<file path="src/rtl/prog_loader_pkg.sv">
// Shared definitions for the program loader.
// Holds the default instruction/address widths, the frame length field width
// and the loader state encoding used by prog_loader and its byte packer.
package prog_loader_pkg;

    localparam int INSTR_WIDTH = 32;
    localparam int PC_WIDTH    = 8;
    localparam int INSTR_BYTES = INSTR_WIDTH / 8;
    localparam int LEN_WIDTH   = 16;

    typedef enum logic [2:0] {
        IDLE   = 3'd0,
        LEN_HI = 3'd1,
        LEN_LO = 3'd2,
        DATA   = 3'd3,
        CSUM   = 3'd4,
        DONE   = 3'd5,
        ERR    = 3'd6
    } loader_state_t;

    // States in which the loader is consuming frame bytes.
    function automatic logic in_frame(input loader_state_t s);
        return (s == LEN_HI) || (s == LEN_LO) || (s == DATA) || (s == CSUM);
    endfunction

endpackage

</file>
<file path="src/rtl/prog_loader_byte_packer.sv">
// byte_packer: assembles a stream of bytes into INSTR_WIDTH-bit words, MSB first.
// Ports:
//   clk, rst          clock and synchronous active-high reset
//   clear             restart packing at byte 0 (start of a new load)
//   byte_valid        byte_data is consumed this cycle
//   byte_data         incoming byte
//   word_full         this cycle's byte completes a word
//   word_data         the completed word, valid while word_full is high
module byte_packer #(
    parameter int INSTR_WIDTH = prog_loader_pkg::INSTR_WIDTH
) (
    input  logic                   clk,
    input  logic                   rst,
    input  logic                   clear,
    input  logic                   byte_valid,
    input  logic [7:0]             byte_data,
    output logic                   word_full,
    output logic [INSTR_WIDTH-1:0] word_data
);
    import prog_loader_pkg::*;

    localparam int BYTES = INSTR_WIDTH / 8;
    localparam int IDX_W = (BYTES > 1) ? $clog2(BYTES) : 1;
    localparam logic [IDX_W-1:0] LAST_IDX = IDX_W'(BYTES - 1);

    logic [INSTR_WIDTH-1:0] shreg;
    logic [IDX_W-1:0]       idx;
    logic [INSTR_WIDTH-1:0] shreg_next;

    // The completing byte is merged combinationally so the word is available
    // in the same cycle it is accepted; the caller registers it for the write.
    assign shreg_next = (shreg << 8) | INSTR_WIDTH'(byte_data);
    assign word_data  = shreg_next;
    assign word_full  = byte_valid && (idx == LAST_IDX);

    always_ff @(posedge clk) begin
        if (rst || clear) begin
            shreg <= '0;
            idx   <= '0;
        end else if (byte_valid) begin
            shreg <= shreg_next;
            idx   <= word_full ? '0 : idx + IDX_W'(1);
        end
    end

endmodule

</file>
<file path="src/rtl/prog_loader.sv">
// prog_loader: fills program memory from a framed byte stream.
// Frame: LEN_HI, LEN_LO (word count N), N*INSTR_BYTES data bytes MSB first,
// then a mod-256 checksum over the length and data bytes. The processor is
// held in reset while a load runs and after a failed load.
// Ports:
//   clk, rst          clock and synchronous active-high reset
//   start             begin a load (taken only in IDLE, DONE, ERR)
//   rx_data/valid     incoming byte stream
//   rx_ready          loader accepts a byte this cycle
//   prog_we/addr/data program memory write port, one strobe per word
//   cpu_hold          keep processor in reset
//   done / error      load finished good / aborted (levels)
//
// state  | meaning
// IDLE   | after reset, nothing loaded
// LEN_HI | waiting for word count high byte
// LEN_LO | waiting for word count low byte, length checked here
// DATA   | receiving instruction bytes, writing each full word
// CSUM   | waiting for checksum byte
// DONE   | load good, processor released
// ERR    | bad length or checksum, processor held
module prog_loader #(
    parameter int INSTR_WIDTH = prog_loader_pkg::INSTR_WIDTH,
    parameter int PC_WIDTH    = prog_loader_pkg::PC_WIDTH
) (
    input  logic                   clk,
    input  logic                   rst,
    input  logic                   start,
    input  logic [7:0]             rx_data,
    input  logic                   rx_valid,
    output logic                   rx_ready,
    output logic                   prog_we,
    output logic [PC_WIDTH-1:0]    prog_addr,
    output logic [INSTR_WIDTH-1:0] prog_data,
    output logic                   cpu_hold,
    output logic                   done,
    output logic                   error
);
    import prog_loader_pkg::*;

    // One extra bit so N == 2**PC_WIDTH is representable for the range check.
    localparam logic [LEN_WIDTH:0] MAX_WORDS = (LEN_WIDTH + 1)'(2 ** PC_WIDTH);

    loader_state_t state, state_next;

    logic [7:0]             len_hi;
    logic [LEN_WIDTH-1:0]   words_left;
    logic [PC_WIDTH-1:0]    addr;
    logic [7:0]             csum;

    logic                   accept;
    logic                   start_ok;
    logic [LEN_WIDTH-1:0]   len_word;
    logic                   pack_valid;
    logic                   word_full;
    logic [INSTR_WIDTH-1:0] word_data;

    assign accept     = rx_valid && rx_ready;
    assign start_ok   = start && ((state == IDLE) || (state == DONE) || (state == ERR));
    assign len_word   = {len_hi, rx_data};
    assign pack_valid = accept && (state == DATA);
    assign prog_addr  = addr;

    byte_packer #(
        .INSTR_WIDTH (INSTR_WIDTH)
    ) u_packer (
        .clk        (clk),
        .rst        (rst),
        .clear      (start_ok),
        .byte_valid (pack_valid),
        .byte_data  (rx_data),
        .word_full  (word_full),
        .word_data  (word_data)
    );

    always_ff @(posedge clk) begin
        if (rst) begin
            state <= IDLE;
        end else begin
            state <= state_next;
        end
    end

    always_comb begin
        state_next = state;
        rx_ready   = in_frame(state);
        cpu_hold   = in_frame(state) || (state == ERR);
        done       = (state == DONE);
        error      = (state == ERR);

        case (state)
            IDLE, DONE, ERR: begin
                if (start_ok) begin
                    state_next = LEN_HI;
                end
            end
            LEN_HI: begin
                if (accept) begin
                    state_next = LEN_LO;
                end
            end
            LEN_LO: begin
                if (accept) begin
                    if (len_word == '0) begin
                        state_next = CSUM;
                    end else if ({1'b0, len_word} > MAX_WORDS) begin
                        state_next = ERR;
                    end else begin
                        state_next = DATA;
                    end
                end
            end
            DATA: begin
                if (word_full && (words_left == LEN_WIDTH'(1))) begin
                    state_next = CSUM;
                end
            end
            CSUM: begin
                if (accept) begin
                    state_next = (rx_data == csum) ? DONE : ERR;
                end
            end
            default: begin
                state_next = IDLE;
            end
        endcase
    end

    // Datapath: words_left is a down-counter of words still to receive;
    // addr advances after each write and wraps naturally at full capacity.
    always_ff @(posedge clk) begin
        if (rst) begin
            len_hi     <= '0;
            words_left <= '0;
            addr       <= '0;
            csum       <= '0;
            prog_we    <= 1'b0;
            prog_data  <= '0;
        end else begin
            prog_we <= word_full;
            if (word_full) begin
                prog_data <= word_data;
            end

            if (start_ok) begin
                len_hi     <= '0;
                words_left <= '0;
                addr       <= '0;
                csum       <= '0;
            end else begin
                if (prog_we) begin
                    addr <= addr + PC_WIDTH'(1);
                end
                if (accept && (state != CSUM)) begin
                    csum <= csum + rx_data;
                end
                if (accept && (state == LEN_HI)) begin
                    len_hi <= rx_data;
                end
                if (accept && (state == LEN_LO)) begin
                    words_left <= len_word;
                end
                if (word_full) begin
                    words_left <= words_left - LEN_WIDTH'(1);
                end
            end
        end
    end

endmodule

</file>
<file path="config.mk">
export PLATFORM = sky130hd
export DESIGN_NAME = prog_loader
export DESIGN_NICKNAME = d
export VERILOG_FILES = /design/src/rtl/prog_loader_pkg.sv /design/src/rtl/prog_loader_byte_packer.sv /design/src/rtl/prog_loader.sv
export SDC_FILE = /design/constraint.sdc
export NUM_CORES = 1
export LEC_CHECK = 0
export CORE_MARGIN = 2
export CORE_UTILIZATION = 50
export DETAILED_ROUTE_END_ITERATION = 10
export GPL_ROUTABILITY_DRIVEN = 0
export GPL_TIMING_DRIVEN = 0
export PLACE_DENSITY_LB_ADDON = 0.05
export SLEW_MARGIN = 20
export SYNTH_ARGS = -nofsm -noshare
export SYNTH_HDL_FRONTEND = slang
export SYNTH_SLANG_ARGS = --single-unit
</file>
<file path="constraint.sdc">
create_clock -name clk -period 2.03 [get_ports clk]
set_input_delay 0.203 -clock clk [delete_from_list [all_inputs] [get_ports clk]]
set_output_delay 0.203 -clock clk [all_outputs]
set_load 0.005 [all_outputs]
</file>
==> impl_metrics.tcl <==
set metrics [dict create \
    status "finished, final reports clean" \
    worstPathMaxFanout 10 \
    io_buffers 55 \
    die_width_um 98.8 \
    worst_slew_pin_slew_ns 0.678 \
    dp_hpwl_um 8100 \
    powerDensity_nw_per_um2 845 \
    yosys.area_share.simple_pct 26.6 \
    cp-end-kind "output pin" \
    setup_ws_ns 0.0727 \
    yosys-mux-area-fraction_pct 0.696 \
    finalSetupViolCount 0 \
    seq_area_frac_synth_pct 45.4 \
    async_reset_ff_share_pct 0 \
    max_slew_margin_pct 54.6 \
    clkSinkCount 102 \
    areaGrowthSynthToFinish_pct 21.2 \
    diodes 0 \
    yosys.area_share.adder_pct 3.51 \
    first_iter_violations 196 \
    clk_latency_ns 0.37 \
    hold_viol 0 \
    drive_above_1_share_pct 8.99 \
    root_buffer "clkbuf_8" \
    ys_seq_elements 102 \
    rsz0062_at_grt "no" \
    ys_warn_count 0 \
    fin_cells 753 \
    pre_cts_ws_ns -0.427 \
    grt_overflow 0 \
    cts_hold_buffers 0 \
    grt_pass1_vias 3656 \
    ys.flop_type "dfxtp_1" \
    fillers 845 \
    synth_top_family_by_area "simple AND/OR/NAND/NOR gates" \
    wl_um 11100 \
    synthDistinctLibCells 55 \
    core_area_sq_um 8720 \
    place_area_sq_um 5180 \
    first_pass_iters 4 \
    grt_pass1_wl_um 18000 \
    period_needed_ns 1.96 \
    synth_edf_count 0 \
    synth_compound_area_share_pct 16.7 \
    final_util_pct 62.5 \
    p_leak_nw 1.91 \
    drcViolationCount 0 \
    irDropWorstVdd_mv 0.581 \
    cts_buffer_depth 2 \
    crit_path_start_kind "flop" \
    fin_nets 664 \
    post-route-period-util_pct 96.4 \
    start_util_pct 51.5 \
    cts_buffers 9 \
    clkTransAtPathRegs_ns 0.10 \
    fin_area_sq_um 5450 \
    fp.dieH_um 98.8 \
    synth.net_count 596 \
    final_common_cell "nand2_1" \
    synthCells 572 \
    final_cell_mix "169 x nand2_1, 99 x dfxtp_1, 87 x a21oi_1, 49 x clkdlybuf4s50_1, 38 x nor2_1" \
    htreeDepth 3 \
    synth-xor-area-share_pct 3.12 \
    routed_via_density 5.48 \
    vias 4128 \
    antenna_found_initial 0 \
    max_freq_mhz 511 \
    ios 57 \
    syn_area_sq_um 4490 \
    worstPathRequired_ns 1.83 \
    total_power_mw 4.60 \
    slew_violations 0 \
    max_cap_viol_count 0 \
    grt_max_degree 19 \
    track_usage_pct 22.9 \
    hp-class "in -> reg" \
    synth_area_per_cell_sq_um 7.86 \
    placed_cells 735 \
    ant_nets 0 \
    die_area_sq_um 9760 \
    arrival_ns 1.75 \
    worstSetupPathType "reg -> out" \
    cts_tree "done" \
    row_count 34 \
    finClkSkew_ns 0.0142 \
    post_drt_wl_per_cell_um 14.8 \
]
critical path, cell delays in order (launching register included):
cell	delay [ns]
dfxtp_2	0.38
buf_4	0.19
nor2_4	0.15
xnor2_1	0.14
clkdlybuf4s50_1	0.52
final timing paths:
path              cells past startpoint                         end                       startpoint  slack (ns)
setup reg to reg                      6       state[1]$_SDFFE_PP0P_           len_hi[3]$_SDFFE_PP0P_        0.08
hold reg to reg                       2  prog_data[27]$_SDFFE_PP0N_  u_packer.shreg[19]$_SDFFE_PP0P_        0.46
setup / recovery                      4                    rx_ready            state[0]$_SDFFE_PP0P_        0.07
hold / removal                        3   prog_data[4]$_SDFFE_PP0N_                       rx_data[4]        0.27
synth_stat cells (all sizes together) (2+ instances only):
master | number | share of area [%]
nand4 | 4 | 0.56
o31ai | 2 | 0.33
nor3 | 7 | 0.78
dfxtp | 102 | 45
a21oi | 87 | 9.7
nand4b | 2 | 0.72
o211ai | 4 | 0.67
or4 | 2 | 0.42
nand3b | 2 | 0.33
and3 | 3 | 0.42
clkbuf | 13 | 1.2
ha | 11 | 3.1
a21o | 4 | 0.67
a211oi | 3 | 0.50
a31oi | 8 | 1.1
nand3 | 9 | 1.0
or3 | 2 | 0.28
mux2i | 2 | 0.45
nor2b | 3 | 0.42
xnor2 | 6 | 1.2
nor2 | 40 | 3.3
nor4 | 8 | 1.6
buf | 17 | 1.9
o32ai | 2 | 0.39
inv | 10 | 0.84
o21ai | 13 | 1.4
xor2 | 10 | 1.9
nand2 | 171 | 14
a221oi | 3 | 0.58
and4b | 2 | 0.45
nand2b | 4 | 0.56
final cells by class:
type | count | area, sq um | share of cell area, %
inverters | 10 | 37.5 | 0.689
plain buffers | 29 | 148 | 2.71
multi-input cells | 430 | 2320 | 42.6
repair buffers | 58 | 573 | 10.5
flip-flops and latches | 102 | 2050 | 37.6
well taps | 108 | 135 | 2.48
clock inverters | 6 | 51.3 | 0.942
clock buffers | 10 | 138 | 2.53
what timing repair did:
item	4_1_cts	5_1_grt
endpoints found under the setup margin	23	57
setup buffers	0	3
pin swaps	0	2
resized for setup	12	14
sequential cells by signal, summed over array words and instances (netlist names):
signal / cells
prog_data: 32
u_packer.shreg: 24
words_left: 16
csum: 8
len_hi: 8
prog_addr: 8
state: 3
u_packer.idx: 2
prog_we: 1
metrics by stage:
stage | setup TNS, ns | hold slack, ns
after floorplan | 0 | 0.339
after global placement | -4.13 | 0.441
after detailed placement | -4.95 | 0.445
after CTS | 0 | 0.286
after global routing | 0 | 0.286
final | 0 | 0.272
metal layers:
metal  up-vias  global-route usage [%]  wire length (um)
met5         -                       0                 0
met4         0                    7.48               235
met2        99                    38.8              5410
met1      1922                    29.9              4970
li1       2088                       -                 -
met3        19                    3.62               503
power breakdown:
part | switching (mW) | internal (mW)
clock network | 0.739 | 0.497
logic | 0.729 | 0.461
registers | 0.0873 | 2.09
total | 1.56 | 3.04
kinds of logic (layout without fill, tap and decap cells):
| family | after synthesis | after routing |
|---|---|---|
| flops | 102 | 102 |
| mux | 3 | 3 |
| fa+ha+maj | 12 | 12 |
| simple gates | 266 | 266 |
| compound gates | 133 | 133 |
| xor+xnor | 16 | 16 |
| buf+inv | 40 | 113 |
Power figures use the tool's default switching activity.
